### config.mk
export PLATFORM = sky130hd
export DESIGN_NAME = cla_adder_16
export DESIGN_NICKNAME = d
export VERILOG_FILES = /design/src/rtl/cla_adder_16.sv
export SDC_FILE = /design/constraint.sdc
export NUM_CORES = 1
export LEC_CHECK = 0
export CORE_ASPECT_RATIO = 0.9
export CORE_MARGIN = 3
export CORE_UTILIZATION = 42
export CTS_BUF_LIST = sky130_fd_sc_hd__clkbuf_4 sky130_fd_sc_hd__clkbuf_8 sky130_fd_sc_hd__clkbuf_16
export DETAILED_ROUTE_END_ITERATION = 10
export PLACE_DENSITY_LB_ADDON = 0.05
export SLEW_MARGIN = 20
export SYNTH_ARGS = -nofsm -noshare
export SYNTH_HDL_FRONTEND = slang
export SYNTH_SLANG_ARGS = --single-unit
### constraint.sdc
create_clock -name clk -period 2.7 [get_ports clk]
set_input_delay 0.54 -clock clk [delete_from_list [all_inputs] [get_ports clk]]
set_output_delay 0.54 -clock clk [all_outputs]
set_load 0.02 [all_outputs]
### src/rtl/cla_adder_16.sv
`default_nettype none
// ============================================================================
// Module   : cla_adder_16
// Purpose  : Registered 16-bit two-level carry-lookahead adder with group P/G.
// Revision : 1.0
// ============================================================================
module cla_adder_16 (
    input  logic        clk,
    input  logic        rst_n,
    input  logic        Cin,
    input  logic [15:0] A,
    input  logic [15:0] B,
    output logic [15:0] S,
    output logic        Cout,
    output logic        P,
    output logic        G
);

    localparam int c_SLICES  = 4;
    localparam int c_SLICE_W = 4;

    logic [15:0]         w_p;
    logic [15:0]         w_g;
    logic [15:0]         w_bc;
    logic [c_SLICES-1:0] w_sp;
    logic [c_SLICES-1:0] w_sg;
    logic [c_SLICES-1:0] w_sc;
    logic                w_c16;
    logic                w_grp_p;
    logic                w_grp_g;
    logic [15:0]         w_sum;

    logic [15:0]         r_s;
    logic                r_cout;
    logic                r_p;
    logic                r_g;

    assign w_p = A ^ B;
    assign w_g = A & B;

    // Each slice expands its three internal carries directly from the slice
    // carry-in, so no bit waits on its neighbour.
    generate
        for (genvar k = 0; k < c_SLICES; k++) begin : g_slice
            localparam int c_B = k * c_SLICE_W;

            assign w_sp[k] = &w_p[c_B +: c_SLICE_W];
            assign w_sg[k] = w_g[c_B+3]
                           | (w_p[c_B+3] & w_g[c_B+2])
                           | (w_p[c_B+3] & w_p[c_B+2] & w_g[c_B+1])
                           | (w_p[c_B+3] & w_p[c_B+2] & w_p[c_B+1] & w_g[c_B]);

            assign w_bc[c_B]   = w_sc[k];
            assign w_bc[c_B+1] = w_g[c_B]
                               | (w_p[c_B] & w_sc[k]);
            assign w_bc[c_B+2] = w_g[c_B+1]
                               | (w_p[c_B+1] & w_g[c_B])
                               | (w_p[c_B+1] & w_p[c_B] & w_sc[k]);
            assign w_bc[c_B+3] = w_g[c_B+2]
                               | (w_p[c_B+2] & w_g[c_B+1])
                               | (w_p[c_B+2] & w_p[c_B+1] & w_g[c_B])
                               | (w_p[c_B+2] & w_p[c_B+1] & w_p[c_B] & w_sc[k]);
        end
    endgenerate

    // Second-level lookahead: slice carry-ins from slice P/G and Cin.
    assign w_sc[0] = Cin;
    assign w_sc[1] = w_sg[0]
                   | (w_sp[0] & Cin);
    assign w_sc[2] = w_sg[1]
                   | (w_sp[1] & w_sg[0])
                   | (w_sp[1] & w_sp[0] & Cin);
    assign w_sc[3] = w_sg[2]
                   | (w_sp[2] & w_sg[1])
                   | (w_sp[2] & w_sp[1] & w_sg[0])
                   | (w_sp[2] & w_sp[1] & w_sp[0] & Cin);

    assign w_grp_p = &w_sp;
    assign w_grp_g = w_sg[3]
                   | (w_sp[3] & w_sg[2])
                   | (w_sp[3] & w_sp[2] & w_sg[1])
                   | (w_sp[3] & w_sp[2] & w_sp[1] & w_sg[0]);
    assign w_c16   = w_grp_g | (w_grp_p & Cin);

    assign w_sum = w_p ^ w_bc;

    always_ff @(posedge clk) begin
        if (!rst_n) begin
            r_s    <= 16'h0000;
            r_cout <= 1'b0;
            r_p    <= 1'b0;
            r_g    <= 1'b0;
        end else begin
            r_s    <= w_sum;
            r_cout <= w_c16;
            r_p    <= w_grp_p;
            r_g    <= w_grp_g;
        end
    end

    assign S    = r_s;
    assign Cout = r_cout;
    assign P    = r_p;
    assign G    = r_g;

endmodule
`default_nettype wire

## After elaboration in Yosys (flattened, before gate mapping)

Cells that the tools add are included.

| cells by class | value |
|---|---|
| $add $sub $neg | 0 |
| $mul | 0 |
| divide/modulo/power cells | 0 |
| magnitude comparators | 0 |
| eq/ne operators | 0 |
| shift operators | 0 |
| mux-type cells | 0 |
| bitwise logic cells | 120 |
| reduce and logical (&&, ||, !) cells | 5 |

Operators with widths:

| kind | number |
|---|---|
| 1-bit bitwise AND | 71 |
| 1-bit OR | 46 |
| 16-bit XOR | 2 |
| 16-bit bitwise AND | 1 |
| 16-bit AND reduction | 1 |
| 4-bit AND reduction | 4 |

| storage, ports and cells | value |
|---|---|
| bits in registers | 19 |
| latch bits | 0 |
| memory bits (writable) | 0 |
| ROM bits | 0 |
| bits of input ports | 35 |
| output and inout bits | 19 |
| word-level logic and storage cells | 129 |
| memories kept | 0 |

## Logic depth before layout (Yosys ltp)

| logic depth | value |
|---|---|
| depth after elaboration | 12 |
| depth in mapped cells | 9 |
| gate-level depth less buffers | 9 |

## Worst setup path before layout

Ideal clock, no wire load.

| path | value |
|---|---|
| path kind | input to register |
| start | in A[2] |
| end | reg r_s[12] (netlist: S[12]) |
| library setup time | 0.115 ns |
| arrival | 2.251 ns |
| required time | 2.585 ns |
| setup slack | 0.334 ns |
| stages on the path | 8 |
| buffers on the path | 0 |
| cells stage by stage | ha_1 nand3_1 or2_1 a21oi_1 nand2b_1 a21bo_1 fa_1 and2_1 |

| on the way | value |
|---|---|
| word-level cells in the longest chain between the ends | 9 |
| elaborated cells between the ends (all ways) | 17 |
| those cells by class | bitwise: 16; reduce/logical: 1 |

Ends and longest elaborated chain:

| element | RTL line | text |
|---|---|---|
| start: declaration | 11 | `input logic [15:0] A,` |
| 16-bit bitwise AND / 16-bit XOR (equally long branches) | 39, 38 |  |
| 1-bit bitwise AND, on equally long branches | 49, 50, 51 |  |
| 1-bit OR (tied with other cells) | 49 | `\| (w_p[c_B+3] & w_g[c_B+2])` |
| 1-bit OR / 1-bit bitwise AND (equally long branches) | 50, 51 |  |
| 1-bit OR | 51 | `\| (w_p[c_B+3] & w_p[c_B+2] & w_p[c_B+1] & w_g[c_B]);` |
| 1-bit bitwise AND | 75 | `\| (w_sp[2] & w_sp[1] & w_sg[0])` |
| 1-bit OR | 75 |  |
| 1-bit OR (*) | 76 | `\| (w_sp[2] & w_sp[1] & w_sp[0] & Cin);` |
| 16-bit XOR (*) | 85 | `assign w_sum = w_p ^ w_bc;` |
| net w_sum[12] | 31 | `logic [15:0] w_sum;` |
| end signal: assignment | 94 | `r_s <= w_sum;` |
| end: declaration | 33 | `logic [15:0] r_s;` |

Mark *: on every way through the listed nets, which the timed path passes. The rest lies on a longest branch.
A chain may end at the register's enable or synchronous reset.

## Worst setup path after layout

Ends and elaborated chain as after synthesis.

==> impl_metrics.csv <==
group,metric,value,unit
routing,drc,0,
global_route,antenna_found_initial,0,
place,placed_cells,250,
clock_network,cts_hold_buf,0,
critical_path,cp_slowest_cell,"fa_1",
finish,mostFrequentLayoutCells,"clkdlybuf4s50_1, dfxtp_1, buf_4",
sta,post-route-min-period,2.50,ns
synth,synth_compound_area_frac,0.216,
synth,ys_seq_area_frac,0.300,
clock_network,path_clk_slew,0.11,ns
clock_network,cts.repair.resized,0,
sta,setup_ws,0.201,ns
sta,min_period_over_period,0.926,
place,hpwl,2660,um
sta,finalSetupViolations,0,
finish,final_nets,270,
pwr,clock_power_share,0.173,
global_route,top_usage_layer,"met2",
pwr,internal_power,0.000578,W
outcome,status,"complete, no violations",
synth,yosysTopAreaCell,"dfxtp_1",
synth,yosysWarnings,0,
min_path,hold_path_end,"Cout",
die,die_area,0.00372,mm^2
synth,synth-xor-area-share,0.0345,
routing,first_iter_violations,38,
clock_network,cts.sinks,19,
synth,synthTopCellsByArea,"dfxtp_1, ha_1, fa_1, a21oi_1, a21o_1",
place,numPortBuffers,53,
flow_run,maxCapViolations,0,
pwr,comb_power_share,0.454,
synth,ys.flop_type,"dfxtp_1",
routing,finalWirelength,3200,um
sta,slew_headroom,0.667,
die,num_io_pins,54,
die,coreArea,0.00282,mm^2
pwr,leakagePower,0.885,nW
finish,layoutNonFillerInstCount,254,
synth,netlist_area,0.00127,mm^2
critical_path,cp_top_family,"adder cells",
routing,vias_per_cell,5.16,
global_route,grtUsageTotal,0.180,
routing,routedWlPerCell,12.6,um
clock_network,htreeDepth,1,
pwr,p_seq_frac,0.374,
finish,area_delta_synth_final,58.8,%
global_route,met1_usage,0.184,
sta,rsz0062_at_grt,"no",
sta,fmax,0.400,GHz
critical_path,max_stage_delay,0.42,ns
place,post-place-ws,-0.129,ns
synth,synthArstFlopShare,0,
finish,final_common_cell,"clkdlybuf4s50_1",
place,gp_congestion,0.795,
global_route,grt.met2_usage,0.330,
finish,n_fill_cell,237,
die,rows,18,
synth,netlist.area_leader.share,0.300,
routing,vias,1311,
min_path,hold_start,"Cin",
sta,hold_violations,0,
min_path,hp-class,"in -> reg",
clock_network,cts_tree,"yes",
pwr,p_switching,0.000284,W
global_route,overflow,0,
clock_network,clock_path_buffers,2,
min_path,hold_path_depth,3,
global_route,grt_pass1_vias,1351,
clock_network,cts_root_buf,"clkbuf_4",
synth,synth_fp_nets,194,
synth,ys_ff_latch,19,
pwr,p_sw_frac,0.330,
synth,synth_simple_gate_area_frac,0.201,
critical_path,cp-start-kind,"primary input",
critical_path,crit_chain,"clkdlybuf4s50_1 > ha_1 > nand3_1 > or2_1 > a21oi_1 > nand2b_1 > a21bo_1 > fa_1 > and2_1",
die,start_util,0.451,
global_route,grt.met3_usage,0.0678,
pwr,peakVddDrop,387,uV
sta,max_slew.worst_pin.slew,0.487,ns
synth,synth_top_family_by_area,"adder cells",
sta,maxSlewViolCount,0,
synth,syn_area_per_cell,9.14,um^2
finish,drive_gt1_frac,0.136,
synth,synthMuxAreaShare,0.00788,
critical_path,critPathKind,"in -> reg",
critical_path,endpoint_kind,"register",
critical_path,worstPathRequired,2.91,ns
routing,postRouteAntennaNets,0,
sta,whs,0.911,ns
routing,drtPass1Iterations,4,
clock_network,postCtsSetupBuffers,0,
die,dieHeight,58.2,um
global_route,grt_first_pass_wirelength,5290,um
critical_path,arrival,2.71,ns
synth,synth_cells,139,
critical_path,worstPathMaxFanout,5,
pwr,p_per_area,428,mW/mm^2
die,die_w,64.0,um
synth,synth_fa_ha_area_frac,0.221,
clock_network,cts_made_buffers,3,
synth,synth-edff-count,0,
critical_path,path_buf_inv,1,
finish,diodes,0,
global_route,grt_max_degree,14,
synth,synth.distinct_cells,37,
==> Yosys cell counts (all sizes together), types with 4 or more instances <==
cell,number
dfxtp,19
ha,16
a21oi,12
nor2,12
nand2,11
a21o,8
inv,6
nand3,6
nor3,5
o21ai,5
fa,4
==> power groups by stage <==
stage               combinational, W  clock, W  sequential (W)
floorplan                   0.000156         0        0.000373
global placement            0.000379         0        0.000328
detailed placement          0.000391         0        0.000329
CTS                         0.000393  0.000156        0.000323
global route                0.000422  0.000171        0.000326
finish                      0.000391  0.000149        0.000322
==> kinds of logic (layout without fill, tap and decap cells) <==
| group | count (synthesis) | count (layout) |
|---|---|---|
| flip-flops | 19 | 19 |
| XOR/XNOR | 5 | 5 |
| AND/OR/NAND/NOR | 50 | 50 |
| buffers and inverters | 7 | 82 |
| multiplexers | 1 | 1 |
| adder cells (fa/ha/maj) | 20 | 20 |
| AO/OA/AOI/OAI | 37 | 37 |
==> worst max path at each step <==
stage / depth (start not counted) / slack [ns] / end / startpoint
2_1_floorplan: 8 / 0.33 / S[12] / A[2]
3_3_place_gp: 9 / -0.04 / S[12] / A[2]
3_5_place_dp: 9 / -0.13 / S[12] / A[2]
4_1_cts: 9 / 0.19 / S[12] / A[2]
5_1_grt: 10 / 0.1 / S[13] / A[3]
6_report: 9 / 0.20 / S[12] / A[2]
==> per-layer routing <==
layer / up-vias / part of all wire
met5: - / 0
met4: 0 / 0.011
met3: 4 / 0.073
met2: 51 / 0.50
met1: 598 / 0.42
li1: 658 / -
==> state kept, by name, summed over array words and instances (netlist names) <==
name and cells:
S 16, Cout 1, G 1, P 1
==> through the flow <==
step	cell area [um^2]	power, W	util	setup TNS (ns)
floorplan	1270	0.000529	-	0
global placement	1990	0.000707	0.707	-0.0832
detailed placement	1990	0.000719	0.707	-0.306
CTS	2020	0.000872	0.716	0
global route	2020	0.000919	0.716	0
finish	2020	0.000863	0.716	0
==> worst min-delay path: stages <==
cell	delay [ns]
clkdlybuf4s50_1	0.46
nand2_1	0.10
a21oi_1	0.07
==> final cells by class <==
| cell class | instances | area, um^2 | area share |
|---|---|---|---|
| well taps | 40 | 50.0 | 0.0248 |
| clock buffers | 3 | 22.5 | 0.0112 |
| clock inverters | 1 | 5.00 | 0.00248 |
| inverters | 6 | 22.5 | 0.0112 |
| multi-input cells | 113 | 863 | 0.428 |
| flip-flops and latches | 19 | 380 | 0.189 |
| repair buffers | 72 | 673 | 0.334 |
Power figures use the tool's default switching activity.
